**config.mk**
```make
export PLATFORM = sky130hd
export DESIGN_NAME = cond_issue_gate
export DESIGN_NICKNAME = d
export VERILOG_FILES = /design/src/rtl/cond_pkg.sv /design/src/rtl/cond_eval.sv /design/src/rtl/cond_issue_gate.sv
export SDC_FILE = /design/constraint.sdc
export NUM_CORES = 1
export LEC_CHECK = 0
export ABC_AREA = 0
export BUFFER_PORTS_ARGS = -buffer_cell sky130_fd_sc_hd__buf_2
export CAP_MARGIN = 20
export CELL_PAD_IN_SITES_DETAIL_PLACEMENT = 0
export CELL_PAD_IN_SITES_GLOBAL_PLACEMENT = 1
export CORE_ASPECT_RATIO = 0.9
export CORE_MARGIN = 2
export CORE_UTILIZATION = 35
export DETAILED_ROUTE_END_ITERATION = 8
export HOLD_SLACK_MARGIN = 0.05
export PLACE_DENSITY_LB_ADDON = 0.1
export SLEW_MARGIN = 10
export SYNTH_ARGS = -nofsm -noshare
export SYNTH_HDL_FRONTEND = slang
export SYNTH_SLANG_ARGS = --single-unit
```
**constraint.sdc**
```tcl
create_clock -name clk -period 4.35 [get_ports clk]
set_clock_uncertainty 0.15 [all_clocks]
set_input_delay 0.6525 -clock clk [delete_from_list [all_inputs] [get_ports clk]]
set_output_delay 0.6525 -clock clk [all_outputs]
set_load 0.01 [all_outputs]
```
**src/rtl/cond_pkg.sv**
```systemverilog
// Condition codes, status bit positions and lane bounds shared by
// the condition gate and its evaluator.
package cond_pkg;

  localparam logic [3:0] CC_EQ = 4'h0;
  localparam logic [3:0] CC_NE = 4'h1;
  localparam logic [3:0] CC_CS = 4'h2;
  localparam logic [3:0] CC_CC = 4'h3;
  localparam logic [3:0] CC_MI = 4'h4;
  localparam logic [3:0] CC_PL = 4'h5;
  localparam logic [3:0] CC_VS = 4'h6;
  localparam logic [3:0] CC_VC = 4'h7;
  localparam logic [3:0] CC_HI = 4'h8;
  localparam logic [3:0] CC_LS = 4'h9;
  localparam logic [3:0] CC_GE = 4'hA;
  localparam logic [3:0] CC_LT = 4'hB;
  localparam logic [3:0] CC_GT = 4'hC;
  localparam logic [3:0] CC_LE = 4'hD;
  localparam logic [3:0] CC_AL = 4'hE;
  localparam logic [3:0] CC_NV = 4'hF;

  localparam int FZ = 3;
  localparam int FC = 2;
  localparam int FN = 1;
  localparam int FV = 0;

  localparam int LANES_MIN = 1;
  localparam int LANES_MAX = 4;

  // AL and NV never read the flags, so they never wait on them
  function automatic logic cc_flagless(
    input logic [3:0] cc
  );
    return (cc == CC_AL) || (cc == CC_NV);
  endfunction

endpackage

```
**src/rtl/cond_eval.sv**
```systemverilog
// Combinational evaluation of one 4-bit condition against
// the {Z,C,N,V} flags.
module cond_eval
  import cond_pkg::*;
(
  input  logic [3:0] cond,
  input  logic [3:0] flags,
  output logic       cond_true
);

  logic w_z;
  logic w_c;
  logic w_n;
  logic w_v;

  assign w_z = flags[FZ];
  assign w_c = flags[FC];
  assign w_n = flags[FN];
  assign w_v = flags[FV];

  always_comb begin
    cond_true = 1'b0;
    unique case (cond)
      CC_EQ: cond_true = w_z;
      CC_NE: cond_true = !w_z;
      CC_CS: cond_true = w_c;
      CC_CC: cond_true = !w_c;
      CC_MI: cond_true = w_n;
      CC_PL: cond_true = !w_n;
      CC_VS: cond_true = w_v;
      CC_VC: cond_true = !w_v;
      CC_HI: cond_true = w_c & !w_z;
      CC_LS: cond_true = !w_c | w_z;
      CC_GE: cond_true = (w_n == w_v);
      CC_LT: cond_true = (w_n != w_v);
      CC_GT: cond_true = !w_z & (w_n == w_v);
      CC_LE: cond_true = w_z | (w_n != w_v);
      CC_AL: cond_true = 1'b1;
      CC_NV: cond_true = 1'b0;
      default: cond_true = 1'b0;
    endcase
  end

endmodule

```
**src/rtl/cond_issue_gate.sv**
```systemverilog
// Multi-lane condition gate: NZCV status, flag-hazard scoreboard
// and a registered valid/ready output stage.
module cond_issue_gate
  import cond_pkg::*;
#(
  parameter int LANES    = 2,
  parameter int PEND_MAX = 3
) (
  input  logic               clk,
  input  logic               rst_n,
  input  logic               flush,
  input  logic               flag_wr,
  input  logic [3:0]         flag_wr_data,
  input  logic               in_valid,
  output logic               in_ready,
  input  logic [LANES-1:0]   in_lane_valid,
  input  logic [4*LANES-1:0] in_cond,
  input  logic [LANES-1:0]   in_s,
  output logic               out_valid,
  input  logic               out_ready,
  output logic [LANES-1:0]   out_exec,
  output logic [LANES-1:0]   out_replay,
  output logic [3:0]         out_status
);

  logic [3:0]       r_status;
  logic [2:0]       r_pend;
  logic             r_out_valid;
  logic [LANES-1:0] r_exec;
  logic [LANES-1:0] r_replay;

  logic [3:0]       w_flags;
  logic [2:0]       w_peff;
  logic [LANES-1:0] w_true;
  logic [LANES-1:0] w_exec;
  logic [LANES-1:0] w_replay;
  logic [3:0]       w_snew;
  logic [3:0]       w_sum;
  logic             w_seen;
  logic             w_hazard;
  logic             w_room;
  logic             w_accept;
  logic [2:0]       w_pnext;

  // same-cycle flag write bypasses the status register
  assign w_flags = flag_wr ? flag_wr_data : r_status;

  assign w_peff = (flag_wr && (r_pend != 3'd0))
                ? r_pend - 3'd1
                : r_pend;

  for (genvar g = 0; g < LANES; g++) begin : g_lane
    cond_eval u_eval (
      .cond      (in_cond[4*g +: 4]),
      .flags     (w_flags),
      .cond_true (w_true[g])
    );
  end

  // a flag setter in a lower lane invalidates the flags seen
  // by conditional lanes above it
  always_comb begin
    w_seen   = 1'b0;
    w_hazard = 1'b0;
    w_snew   = 4'd0;
    w_exec   = '0;
    w_replay = '0;
    for (int i = 0; i < LANES; i++) begin
      if (in_lane_valid[i] &&
          !cc_flagless(in_cond[4*i +: 4])) begin
        w_replay[i] = w_seen;
        if (w_peff != 3'd0) w_hazard = 1'b1;
      end
      w_exec[i] = in_lane_valid[i] & w_true[i]
                & !w_replay[i];
      if (w_exec[i] && in_s[i]) begin
        w_seen = 1'b1;
        w_snew = w_snew + 4'd1;
      end
    end
  end

  assign w_sum  = {1'b0, w_peff} + w_snew;
  assign w_room = (w_sum <= 4'(PEND_MAX));

  assign in_ready = !flush
                  & (!r_out_valid | out_ready)
                  & !w_hazard
                  & w_room;

  assign w_accept = in_valid & in_ready;
  assign w_pnext  = w_accept ? w_sum[2:0] : w_peff;

  always_ff @(posedge clk or negedge rst_n) begin
    if (!rst_n) begin
      r_status <= 4'd0;
    end else if (flag_wr) begin
      r_status <= flag_wr_data;
    end
  end

  always_ff @(posedge clk or negedge rst_n) begin
    if (!rst_n) begin
      r_pend <= 3'd0;
    end else if (flush) begin
      r_pend <= 3'd0;
    end else begin
      r_pend <= w_pnext;
    end
  end

  always_ff @(posedge clk or negedge rst_n) begin
    if (!rst_n) begin
      r_out_valid <= 1'b0;
      r_exec      <= '0;
      r_replay    <= '0;
    end else if (flush) begin
      r_out_valid <= 1'b0;
    end else if (w_accept) begin
      r_out_valid <= 1'b1;
      r_exec      <= w_exec;
      r_replay    <= w_replay;
    end else if (out_ready) begin
      r_out_valid <= 1'b0;
    end
  end

  assign out_valid  = r_out_valid;
  assign out_exec   = r_exec;
  assign out_replay = r_replay;
  assign out_status = r_status;

endmodule

```
Word level (Yosys, flattened, before mapping)
Cells that the tools add are included.
- add/subtract/negate cells: 3
- $mul: 0
- div/mod/pow operators: 0
- magnitude comparators: 1
- equality and inequality tests: 32
- shift operators: 0
- multiplexer cells: 17
- bitwise gates (word level): 13
- reduce and logical (&&, ||, !) cells: 23
- operators with widths (operator ; number):
    4-bit == test, second input constant ; 16
    4-bit by 3-bit == test with 1-bit output, second input constant ; 8
    1-bit case mux with 16 select lines ; 2
    4-bit by 2-bit == test with 1-bit output, second input constant ; 4
    1-bit logical NOT ; 10
    1-bit two-way mux ; 10
    1-bit AND ; 9
    3-bit two-way mux ; 3
    3-bit nonzero test ; 3
    4-bit by 1-bit == test with 1-bit output, second input constant ; 2
    4-bit logical NOT ; 2
    4-bit two-way mux ; 2
    1-bit logical AND ; 5
    3-bit by 4-bit adder with 4-bit output ; 1
    4-bit by 1-bit adder with 4-bit output, second input constant ; 1
    4-bit by 2-bit <= comparator with 1-bit output, second input constant ; 1
    1-bit OR ; 3
    3-bit by 1-bit subtractor with 3-bit output, second input constant ; 1
    1-bit logical OR ; 2
    2-bit AND reduction ; 1
    1-bit == test ; 1
    1-bit inequality test ; 1
    1-bit NOT ; 1
- flip-flop bits (word level): 11
- latch bits: 0
- memory bits (writable): 0
- ROM bits: 0
- input bits: 22
- output and inout port bits: 10
- logic and storage cells: 94
- memories: 0

Logic depth before layout (Yosys ltp)
Gate-level depths: netlist of run 1.
- depth in word-level cells: 18
- gate-level depth with buffers: 18
- gate-level depth less buffers: 17

Modules after synthesis
A second synthesis of run 1 with hierarchy kept.
- cell total of the unflattened synthesis: 109
- area, all modules: 1046.0 µm²
- modules (own cells, without submodules) (module ; instances ; cells each ; area each (µm²) ; seq. area each (µm²)):
    cond_issue_gate ; 1 ; 63 ; 735.7 ; 275.3
    cond_eval ; 2 ; 23 ; 155.1 ; 0.0

Worst setup path after synthesis of run 1
No wires, ideal clock.
- path type: input port to output port
- start: input flag_wr
- end: output in_ready
- arrival: 3.729 ns
- data required time: 3.547 ns
- path slack: -0.182 ns
- cell stages on the path: 16
- path buffers: 1
- cell sequence: buf_6 -> mux2_4 -> or3_1 -> o21ai_0 -> and3b_2 -> nor4_4 -> nor4b_2 -> nor4b_1 -> ha_1 -> ha_1 -> inv_1 -> fa_1 -> a211oi_1 -> mux2i_1 -> nor3_1 -> and2_1
- longest elaborated chain between the ends: 15
- elaborated cells between the ends (all ways): 36
- classes of those cells: add/sub: 2; order compare: 1; eq/ne: 2; mux: 12; bitwise: 9; reduce/logical: 10
- ends and longest elaborated chain (item ; line ; RTL):
    start, declared ; cond_issue_gate.sv:12 ; input logic flag_wr,
    4-bit two-way mux * ; n/a ;
    named net g_lane[0].u_eval.flags[3] ; cond_eval.sv:7 ; input logic [3:0] flags,
    parallel branches: the longest is 10 deep, another holds 4-bit by 1-bit adder with 4-bit output ; n/a ;
    4-bit two-way mux * ; cond_issue_gate.sv:76 ; if (w_exec[i] && in_s[i]) begin
    3-bit by 4-bit adder with 4-bit output * ; cond_issue_gate.sv:83 ; assign w_sum = {1'b0, w_peff} + w_snew;
    4-bit by 2-bit <= comparator with 1-bit output * ; cond_issue_gate.sv:84 ; assign w_room = (w_sum <= 4'(PEND_MAX));
    1-bit AND * ; cond_issue_gate.sv:89 ; & w_room;
    end, declared ; cond_issue_gate.sv:15 ; output logic in_ready,
Mark *: on every way through the listed nets, which the timed path passes.

Worst setup path in the final report of run 1
- start: input flag_wr
- end: output in_ready
- longest elaborated chain between the ends: 15
- elaborated cells between the ends (all ways): 36
- classes of those cells: add/sub: 2; order compare: 1; eq/ne: 2; mux: 12; bitwise: 9; reduce/logical: 10
- ends and longest elaborated chain (item ; line):
    parallel branches: the longest is 14 deep, another holds 4-bit by 1-bit adder with 4-bit output ; n/a
    1-bit AND * ; cond_issue_gate.sv:89
Every way passes the cells marked *.

==> out/metrics.yaml, run 1 <==
logic_synthesis:
  ys_ff_latch: 11
  synth.distinct_cells: 44
  synth_flop_cell: "dfrtp_1"
  synth_top_family_by_area: "simple AND/OR/NAND/NOR gates"
  synth_nets: 147
  yosysWarnings: 0
  synth_area_sq_um: 1134
  synthAdderAreaFrac_pct: 7.285
  synth.area.mux_share_pct: 15.56
  synth-simple-area-share_pct: 22.41
  syn_inst: 119
  yosysSeqAreaShare_pct: 24.28
  synth-async-reset-ratio_pct: 100.0
  synth_edf_count: 0
  synth_xor_area_share_pct: 9.272
  synth_compound_area_share_pct: 14.79
  synth_area_per_cell_sq_um: 9.526
critical_path:
  cp-endpoint: "in_ready"
  arrival_ns: 3.71
  end_kind: "output pin"
  start_kind: "primary input"
  ff2ff_path_depth: 17
  rr_endpoint: "out_replay[1]"
  critPathLaunch: "flag_wr"
  timing.rr.start: "out_status[0]"
  cp.required_ns: 3.55
  path_max_fanout: 8
  path_class: "in2out"
  r2r_setup_slack_ns: 0.16
floorplan:
  coreArea_sq_um: 3067
  start_util_pct: 36.96
  die_w_microns: 63.99
  fp-row-count: 19
  design.die.area_sq_um: 3711
  num_io_pins: 32
  die_y_microns: 57.99
sta:
  rsz0062_at_grt: "true"
  setup_tns_ns: -0.1642
  maxSlewHeadroom_pct: 51.72
  tightest_slew_ns: 0.7180
  timing.final.ws_setup_ns: -0.1642
  finalCritPeriodShare_pct: 103.8
  hold_viol_final: 0
  setup_viol: 1
  max_freq_mhz: 221.5
  drv_slew: 0
  whs_ns: 0.09065
  post-route-min-period_ns: 4.514
place:
  port_buffers: 30
  hpwl_microns: 2157
  place.gp.congestion: 0.8383
  numPlacedInstances: 201
global_route:
  grt_pass1_wl_microns: 4471
  grt-ovfl-total: 0
  grt_pass1_vias: 989
  antenna_found_initial: 0
  grt_max_degree: 12
  track_usage_pct: 15.22
clock_network:
  htreeDepth: 1
  numCtsBuffers: 3
  cts_hold_buf: 0
  clockBufferDepth: 2
  insertion_delay_ns: 0.27
  cts_root_buf: "clkbuf_4"
  clk_pin_slew_ns: 0.08
  cts.sinks: 11
  cts_tree: "done"
routing:
  vias: 1017
  avgViaCountPerCell: 4.866
  drt_first_iter_violations: 34
  drt_wl_total_microns: 2655
  drt-pass1-iter-count: 6
  avgRoutedWirePerCell_microns: 12.70
  post-route-drc-count: 0
  antenna_left: 0
pwr:
  p_leak_nw: 0.7470
  p_comb_share_pct: 63.6
  pwr-share-seq_pct: 24.4
  intPower_mw: 0.3638
  switching_share_pct: 40.94
  p_sw_mw: 0.2521
  ir_worst_vdd_v: 0.0002533
  powerDensity_nw_per_um2: 395.1
  clkPwrFrac_pct: 11.9
finish:
  antenna-diode-count: 0
  fin_nets: 196
  nFillCells: 296
  most-common-layout-cells: "buf_2, buf_4, dfrtp_1"
  seqCellArea_sq_um: 275.3
  final_layout_size_suffix_gt1_share_pct: 47.31
  multi_input_area_sq_um: 853.3
  area_growth_pct: 37.53
  final_cells: 209
  layout_commonest_cell: "buf_2"
run:
  cap_violations: 0
outcome:
  status: "finished, violations left"
  violations: "setup timing"
worst_hold_path:
  worstHoldPathType: "in2async"
==> per-stage QoR <==
step,setup WS (ns),area [sq um],power [mW],utilization (%)
2_1_floorplan,-0.02212,1147,0.3974,-
3_3_place_gp,-0.2314,1428,0.5037,46.55
3_5_place_dp,-0.2826,1428,0.5185,46.55
4_1_cts,-0.1702,1504,0.6195,49.04
5_1_grt,-0.4172,1559,0.6777,50.84
6_report,-0.1642,1559,0.6159,50.84
==> cell usage after synthesis (all sizes together) (2+ instances only) <==
library cell  instances  area, sq um
a211oi                3        22.52
a21oi                 5        28.78
a311oi                2        17.52
and2                  2        12.51
buf                   4        31.27
clkbuf                2        7.510
dfrtp                11        275.3
ha                    5        62.56
inv                   8        30.03
mux2                  6        71.31
mux2i                 6        60.06
mux4                  2        45.04
nand2                10        37.54
nand2b                2        12.51
nand3                 3        15.01
nand3b                3        22.52
nor2                  5        18.77
nor2b                 3        18.77
nor3                  2        10.01
nor4b                 3        47.54
o21ai                 4        20.02
or3                   2        12.51
xnor2                10        87.58
xor2                  2        17.52
==> worst max-delay path: stages <==
cell and delay, ns:
buf_12 0.11, nand2b_4 0.12, o22a_1 0.21, xnor2_1 0.14
o2111a_1 0.27, nor4_4 0.41, nor4b_4 0.10, nor4b_2 0.26
ha_1 0.18, ha_2 0.18, inv_2 0.04, fa_2 0.35
a211oi_2 0.15, mux2i_1 0.11, nor3_1 0.13, and2_1 0.16
buf_2 0.13
==> power by group through the flow <==
stage	combinational, mW	sequential, mW	clock [mW]
global route	0.443	0.155	0.0803
finish	0.392	0.151	0.0735
detailed placement	0.368	0.151	0
CTS	0.395	0.149	0.0750
global placement	0.354	0.150	0
floorplan	0.241	0.156	0
==> flip-flops by register name, indices dropped and copies added, names as in the netlist <==
register    flops
out_exec        2
out_replay      1
r_pend          3
out_status      4
out_valid       1
==> routing by layer <==
layer	global-route usage, %	up-vias	share of wire (%)
met5	0	-	0
met4	1.863	0	0
met3	2.718	0	3.6
met2	23.36	18	44
met1	23.01	473	52
li1	-	526	-
==> cell families (layout without fill, tap and decap cells) <==
| logic type | after synthesis | in the layout |
|---|---|---|
| buffers and inverters | 14 | 62 |
| flip-flops | 11 | 11 |
| adder cells (fa/ha/maj) | 6 | 6 |
| other | 1 | 1 |
| AND/OR/NAND/NOR | 39 | 39 |
| multiplexers | 14 | 14 |
| XOR/XNOR | 12 | 12 |
| AO/OA/AOI/OAI | 22 | 22 |
==> final cells by class <==
type                            count  area share [%]
Tap cell                           42           3.371
Multi-Input combinational cell     94           54.73
Timing Repair Buffer               50           20.63
Inverter                            8           1.926
Clock buffer                        4           1.685
Sequential cell                    11           17.66
==> worst min-delay path by stage <==
| stage | startpoint | to |
|---|---|---|
| global placement | out_exec[1] | out_exec[1] |
| detailed placement | out_exec[1] | out_exec[1] |
| CTS | rst_n | out_status[2] |
| finish | rst_n | out_status[2] |
| global route | rst_n | out_status[2] |
| floorplan | rst_n | out_exec[0] |
==> repair_timing <==
action,4_1_cts,5_1_grt
pin swaps,8,7
setup endpoints to repair,1,8
buffers inserted,3,4
resized for setup,6,9
No activity file was read; power rests on OpenSTA's default activity.
==> run 2, diff against run 1 <==
--- a/config.mk
+++ b/config.mk
@@ -5,15 +5,16 @@
 export SDC_FILE = /design/constraint.sdc
 export NUM_CORES = 1
 export LEC_CHECK = 0
-export ABC_AREA = 0
+export ABC_AREA = 1
 export BUFFER_PORTS_ARGS = -buffer_cell sky130_fd_sc_hd__buf_2
 export CAP_MARGIN = 20
 export CELL_PAD_IN_SITES_DETAIL_PLACEMENT = 0
 export CELL_PAD_IN_SITES_GLOBAL_PLACEMENT = 1
 export CORE_ASPECT_RATIO = 0.9
 export CORE_MARGIN = 2
-export CORE_UTILIZATION = 35
+export CORE_UTILIZATION = 33
 export DETAILED_ROUTE_END_ITERATION = 8
+export GPL_TIMING_DRIVEN = 0
 export HOLD_SLACK_MARGIN = 0.05
 export PLACE_DENSITY_LB_ADDON = 0.1
 export SLEW_MARGIN = 10
==> out/metrics.yaml, run 2 <==
logic_synthesis:
  synth_area_sq_um: 1284  # was 1134 sq um
  synth_common_cells: "nand2_1, nor2_1, inv_1"  # was dfrtp_1, nand2_1, xnor2_1
  synth.distinct_cells: 32  # was 44
  synth_area_per_cell_sq_um: 6.355  # was 9.526 sq um
  ys_ff_latch: 11  # unchanged
  synth_flop_cell: "dfrtp_1"  # unchanged
  yosysTopAreaCell: "dfrtp_1"  # unchanged
  synth_top_area_share_pct: 21.44  # was 24.28%
  yosysMostFrequentCell: "nand2_1"  # was dfrtp_1
  syn_inst: 202  # was 119
  synth_nets: 230  # was 147
  synth_edf_count: 0  # unchanged
  yosysWarnings: 0  # unchanged
  synth-async-reset-ratio_pct: 100.0  # unchanged
  yosysSeqAreaShare_pct: 21.44  # was 24.28%
  synthTopCellsByArea: "dfrtp_1, nand2_1, nor2_1, inv_1, nand2_4"  # was dfrtp_1, xnor2_1, ha_1, mux2i_1, mux2_2
clock_network:
  htreeDepth: 1  # unchanged
  clockBufferDepth: 2  # unchanged
  clk_pin_slew_ns: 0.05  # was 0.08 ns
  insertion_delay_ns: 0.24  # was 0.27 ns
  cts_hold_buf: 0  # unchanged
  cts_root_buf: "clkbuf_8"  # was clkbuf_4
  cts_tree: "done"  # unchanged
  numCtsBuffers: 3  # unchanged
  cts.sinks: 11  # unchanged
critical_path:
  rr_endpoint: "r_pend[0]"  # was out_replay[1]
  path_cells: "buf_4 > buf_12 > o21ai_4 > nand2_2 > o21ai_2 > nor2_1 > nand3_1 > nand4_2 > nand2_1 > nor2_2 > ha_1 > ha_2 > inv_2 > fa_2 > a211o_1 > nand2_1 > nand3_2 > nor2_2 > nand2_1 > inv_1 > buf_2"  # was buf_12 > nand2b_4 > o22a_1 > xnor2_1 > o2111a_1 > nor4_4 > nor4b_4 > nor4b_2 > ha_1 > ha_2 > inv_2 > fa_2 > a211oi_2 > mux2i_1 > nor3_1 > and2_1 > buf_2
  end_kind: "output pin"  # unchanged
  path_class: "in2out"  # unchanged
  timing.rr.start: "out_status[3]"  # was out_status[0]
  arrival_ns: 3.40  # was 3.71 ns
  slowest_delay_ns: 0.34  # was 0.41 ns
  path_max_fanout: 8  # unchanged
  worstPathBufferInverterCount: 5  # was 3
  crit_slowest_cell: "fa_2"  # was nor4_4
  start_kind: "primary input"  # unchanged
  path_delay_family: "simple AND/OR/NAND/NOR gates"  # unchanged
  r2r_setup_slack_ns: 0.90  # was 0.16 ns
  ff2ff_path_depth: 21  # was 17
  cpMostUsedCell: "nand2_1"
  cp.required_ns: 3.55  # about the same
global_route:
  grt_pass1_wl_microns: 5444  # was 4471 microns
  track_usage_pct: 15.64  # was 15.22%
  grt_max_degree: 12  # unchanged
  antenna_found_initial: 0  # unchanged
  grt_pass1_vias: 1225  # was 989
  grt-ovfl-total: 0  # unchanged
sta:
  post-route-min-period_ns: 4.202  # was 4.514 ns
  timing.final.ws_setup_ns: 0.1484  # was -0.1642 ns
  drv_slew: 0  # unchanged
  setup_viol: 0  # was 1
  hold_viol_final: 0  # unchanged
  finalCritPeriodShare_pct: 96.59  # was 103.8%
  setup_tns_ns: 0  # was -0.1642 ns
  max_freq_mhz: 238.0  # was 221.5 MHz
floorplan:
  coreArea_sq_um: 3731  # was 3067 sq um
  design.die.area_sq_um: 4406  # was 3711 sq um
  die_w_microns: 69.75  # was 63.99 microns
  die_y_microns: 63.17  # was 57.99 microns
  fp-row-count: 21  # was 19
  num_io_pins: 32  # unchanged
  start_util_pct: 34.41  # was 36.96%
worst_hold_path:
  worstHoldPathType: "in2async"  # unchanged
pwr:
  powerDensity_nw_per_um2: 361.9  # was 395.1 nW/um^2
  p_leak_nw: 0.9085  # was 0.7470 nW
  ir_worst_vdd_v: 0.0002433  # was 0.0002533 V
finish:
  final_cells: 292  # was 209
  most-common-layout-cells: "nand2_1, nor2_1, buf_2"  # was buf_2, buf_4, dfrtp_1
  nFillCells: 407  # was 296
  antenna-diode-count: 0  # unchanged
  fin_nets: 275  # was 196
  final_layout_size_suffix_gt1_share_pct: 33.33  # was 47.31%
  area_growth_pct: 27.78  # was 37.53%
  layout_commonest_cell: "nand2_1"  # was buf_2
  largest_reg_flops: 4  # unchanged
run:
  cap_violations: 0  # unchanged
place:
  place_ws_ns: -0.1396  # was -0.2826 ns
  place.gp.congestion: 0.7539  # was 0.8383
  numPlacedInstances: 278  # was 201
  port_buffers: 30  # unchanged
  hpwl_microns: 2717  # was 2157 microns
routing:
  drt_first_iter_violations: 40  # was 34
  vias: 1370  # was 1017
  drt-pass1-iter-count: 4  # was 6
  antenna_left: 0  # unchanged
  avgRoutedWirePerCell_microns: 11.30  # was 12.70 microns
  post-route-drc-count: 0  # unchanged
  avgViaCountPerCell: 4.692  # was 4.866
  drt_wl_total_microns: 3299  # was 2655 microns
outcome:
  status: "finished clean"  # was finished, violations left
[run 2: worst max path at each step]
stage / startpoint / end / slack (ns) / cells after the start
6_report: flag_wr / in_ready / 0.15 / 21
3_5_place_dp: flag_wr / in_ready / -0.14 / 21
5_1_grt: flag_wr / in_ready / -0.04 / 21
4_1_cts: flag_wr / in_ready / 0.002 / 24
3_3_place_gp: flag_wr / in_ready / -0.07 / 21
2_1_floorplan: flag_wr / in_ready / 0.40 / 19
[run 2: metrics by stage]
step	hold slack [ns]	util [%]	cell area, sq um	total power, mW
after CTS	0.1334	42.22	1575	0.5818
final	0.1204	43.96	1640	0.5936
after detailed placement	0.3227	39.97	1491	0.4652
after global placement	0.3162	39.97	1491	0.4556
after floorplan	0.2069	-	1284	0.3813
after global routing	0.1362	43.96	1640	0.6541
[run 2: cell families after synthesis]
family / Yosys count / share of synthesized area [%]
AOI/OAI and AO/OA: 19 / 10.43
xor gates and xnor gates: 1 / 1.267
adders and majority gates: 6 / 6.433
buffers and inverters: 36 / 11.40
DFF: 11 / 21.44
other: 1 / 0.2921
and+or+nand+nor: 128 / 48.73
[run 2: worst register-to-register path: stages, from the launching register on]
cell and delay, ns:
dfrtp_1 0.40, o21ai_4 0.24, nand2_2 0.12, o21ai_2 0.15
nor2_1 0.05, nand3_1 0.13, nand4_2 0.13, nand2_1 0.11
nor2_2 0.04, ha_1 0.27, ha_2 0.18, inv_2 0.04
fa_2 0.34, a211o_1 0.23, nand2_1 0.08, nand3_2 0.07
nor2_2 0.10, buf_4 0.11, buf_4 0.10, nand3_4 0.11
nand2_1 0.11, o21ai_0 0.08
[run 2: cell type report]
cell class / count / area (sq um) / area share (%)
Buffer: 2 / 27.53 / 1.678
Multi-Input combinational cell: 155 / 875.8 / 53.39
Tap cell: 46 / 57.56 / 3.509
Sequential cell: 11 / 275.3 / 16.78
Inverter: 34 / 127.6 / 7.780
Clock buffer: 4 / 45.04 / 2.746
Timing Repair Buffer: 40 / 231.5 / 14.11
[run 2: layer usage]
| layer | vias to the layer above | global-route usage, % | wire length, microns |
|---|---|---|---|
| met4 | 0 | 3.606 | 32 |
| li1 | 720 | - | - |
| met3 | 4 | 4.000 | 175 |
| met5 | - | 0 | 0 |
| met2 | 33 | 24.40 | 1414 |
| met1 | 613 | 21.79 | 1675 |
[run 2: where the power goes]
part / switching, mW / internal, mW / leakage, nW
clock: 0.0384 / 0.0643 / 0.0228
combinational: 0.203 / 0.139 / 0.744
sequential: 0.0181 / 0.130 / 0.142
total: 0.260 / 0.334 / 0.909
[run 2: timing repair]
item                       in CTS  in global routing
pin swaps                       3                 11
setup buffers                   4                  6
resized for setup               2                  8
setup endpoints to repair       1                  1
gates cloned                    0                  0
==> run 3, diff against run 2 <==
--- a/config.mk
+++ b/config.mk
@@ -5,18 +5,18 @@
 export SDC_FILE = /design/constraint.sdc
 export NUM_CORES = 1
 export LEC_CHECK = 0
-export ABC_AREA = 1
 export BUFFER_PORTS_ARGS = -buffer_cell sky130_fd_sc_hd__buf_2
 export CAP_MARGIN = 20
 export CELL_PAD_IN_SITES_DETAIL_PLACEMENT = 0
 export CELL_PAD_IN_SITES_GLOBAL_PLACEMENT = 1
 export CORE_ASPECT_RATIO = 0.9
 export CORE_MARGIN = 2
-export CORE_UTILIZATION = 33
+export CORE_UTILIZATION = 35
 export DETAILED_ROUTE_END_ITERATION = 8
 export GPL_TIMING_DRIVEN = 0
 export HOLD_SLACK_MARGIN = 0.05
 export PLACE_DENSITY_LB_ADDON = 0.1
+export SETUP_SLACK_MARGIN = 0.5
 export SLEW_MARGIN = 10
 export SYNTH_ARGS = -nofsm -noshare
 export SYNTH_HDL_FRONTEND = slang
==> out/metrics.yaml, run 3 (same netlist as run 1, synthesis figures left out) <==
pwr:
  powerDensity_nw_per_um2: 396.9  # was 361.9 nW/um^2
  p_leak_nw: 0.7040  # was 0.9085 nW
  clkPwrFrac_pct: 12.1  # was 17.3%
  p_sw_mw: 0.2511  # was 0.2597 mW
  intPower_mw: 0.3522  # was 0.3339 mW
  pwr-share-seq_pct: 24.9  # was 25.0%
  ir_worst_vdd_v: 0.0002567  # was 0.0002433 V
  switching_share_pct: 41.62  # was 43.74%
  p_comb_share_pct: 63.0  # was 57.7%
  total_power_mw: 0.6034  # was 0.5936 mW
place:
  dpl-instance-area_sq_um: 1333  # was 1491 sq um
  hpwl_microns: 2118  # was 2717 microns
  port_buffers: 26  # was 30
  place_ws_ns: -0.4875  # was -0.1396 ns
  place.gp.congestion: 0.8021  # was 0.7539
global_route:
  use_met2_pct: 26.49  # was 24.40%
  grt_pass1_vias: 1004  # was 1225
  track_usage_pct: 16.09  # was 15.64%
  grt_pass1_wl_microns: 4629  # was 5444 microns
  grt-ovfl-total: 0  # unchanged
  use_met3_pct: 3.689  # was 4.000%
  grt_max_degree: 12  # unchanged
  antenna_found_initial: 0  # unchanged
  top_usage_layer: "met2"  # unchanged
  met1_usage_pct: 22.37  # was 21.79%
critical_path:
  path_class: "in2out"  # unchanged
  start_kind: "primary input"  # unchanged
  cp.required_ns: 3.55  # about the same
  r2r_setup_slack_ns: 0.19  # was 0.90 ns
  timing.rr.start: "out_status[1]"  # was out_status[3]
  critPathLaunch: "flag_wr"  # unchanged
  end_kind: "output pin"  # unchanged
  arrival_ns: 3.76  # was 3.40 ns
  path_max_fanout: 8  # unchanged
finish:
  final_layout_size_suffix_gt1_share_pct: 46.54  # was 33.33%
  area_growth_pct: 34.11  # was 27.78%
  largest_reg_flops: 4  # unchanged
  final_util_pct: 49.57  # was 43.96%
  nFillCells: 306  # was 407
  seqCellArea_sq_um: 275.3  # unchanged
  antenna-diode-count: 0  # unchanged
  design_area_sq_um: 1520  # was 1640 sq um
  multi_input_area_sq_um: 872.1  # was 875.8 sq um
  most-common-layout-cells: "buf_2, buf_4, dfrtp_1"  # was nand2_1, nor2_1, buf_2
  layout_commonest_cell: "buf_2"  # was nand2_1
  fin_nets: 188  # was 275
clock_network:
  numCtsBuffers: 3  # unchanged
  cts_root_buf: "clkbuf_4"  # was clkbuf_8
  cts_tree: "done"  # unchanged
  cts_hold_buf: 0  # unchanged
  htreeDepth: 1  # unchanged
  insertion_delay_ns: 0.27  # was 0.24 ns
  cts.sinks: 11  # unchanged
  clockBufferDepth: 2  # unchanged
  clk_pin_slew_ns: 0.07  # was 0.05 ns
floorplan:
  coreArea_sq_um: 3067  # was 3731 sq um
  design.die.area_sq_um: 3711  # was 4406 sq um
  fp-row-count: 19  # was 21
  start_util_pct: 36.96  # was 34.41%
  die_y_microns: 57.99  # was 63.17 microns
  num_io_pins: 32  # unchanged
  die_w_microns: 63.99  # was 69.75 microns
outcome:
  status: "finished, violations left"  # was finished clean
  violations: "setup timing"
run:
  cap_violations: 0  # unchanged
sta:
  timing.final.ws_setup_ns: -0.2082  # was 0.1484 ns
  max_freq_mhz: 219.4  # was 238.0 MHz
  setup_viol: 1  # was 0
  drv_slew: 0  # unchanged
  finalCritPeriodShare_pct: 104.8  # was 96.59%
  hold_viol_final: 0  # unchanged
  rsz0062_at_grt: "true"
  whs_ns: 0.09063  # was 0.1204 ns
  post-route-min-period_ns: 4.558  # was 4.202 ns
routing:
  drt_first_iter_violations: 31  # was 40
  vias: 1037  # was 1370
  post-route-drc-count: 0  # unchanged
  antenna_left: 0  # unchanged
  avgViaCountPerCell: 5.159  # was 4.692
  drt-pass1-iter-count: 4  # unchanged
  drt_wl_total_microns: 2766  # was 3299 microns
  avgRoutedWirePerCell_microns: 13.76  # was 11.30 microns
worst_hold_path:
  worstHoldPathType: "in2async"  # unchanged
run 3: changes by cell type in the layout (fill, tap and decap cells not counted), moves of 9 or more:
cell / delta
nand2_2: -11
nor2_1: -27
inv_1: -21
nand3_1: -9
nand2_1: -42
run 3: final cells by class:
type,count,share of cell area [%]
Multi-Input combinational cell,94,57.37
Sequential cell,11,18.11
Timing Repair Buffer,36,13.91
Buffer,6,3.457
Tap cell,42,3.457
Inverter,8,1.975
Clock buffer,4,1.728
run 3: power groups by stage:
stage / clock, mW / sequential (mW) / combinational [mW]
floorplan: 0 / 0.156 / 0.244
global placement: 0 / 0.150 / 0.330
detailed placement: 0 / 0.151 / 0.339
CTS: 0.0758 / 0.150 / 0.382
global route: 0.0801 / 0.155 / 0.428
finish: 0.0730 / 0.150 / 0.380
run 3: timing repair:
item                       in CTS  in global routing
hold endpoints to repair        0                  0
resized for setup              17                  2
pin swaps                      13                 10
buffers inserted                9                  1
setup endpoints to repair       8                  8
run 3: critical path, stage by stage:
cell,delay (ns)
buf_12,0.11
mux2_4,0.31
or3_4,0.33
o21ai_2,0.06
and3b_2,0.21
nor4_4,0.06
nor4b_4,0.32
nor4b_2,0.09
ha_1,0.30
ha_2,0.19
inv_2,0.04
fa_2,0.35
a211oi_2,0.18
mux2i_2,0.11
nor3_1,0.14
and2_1,0.17
buf_2,0.13
run 3: path summary, 6_finish.rpt:
kind                                to  cells past startpoint
setup / recovery              in_ready                     17
hold / removal             out_exec[0]                      1
setup reg to reg           out_exec[0]                     17
hold reg to reg            out_exec[1]                      2
max in group asynchronous    r_pend[1]                      1
min in group clk           out_exec[1]                      2
run 3: metrics by stage:
step	instances	setup TNS [ns]
5_1_grt	201	-0.4418
3_3_place_gp	187	-0.9572
6_report	201	-0.2082
3_5_place_dp	187	-1.436
4_1_cts	200	-0.2989
2_1_floorplan	119	-0.02212
run 3: routing by layer:
metal	wire, microns	up-vias
li1	-	508
met1	1331	503
met2	1281	26
met3	153	0
met4	0	0
met5	0	-
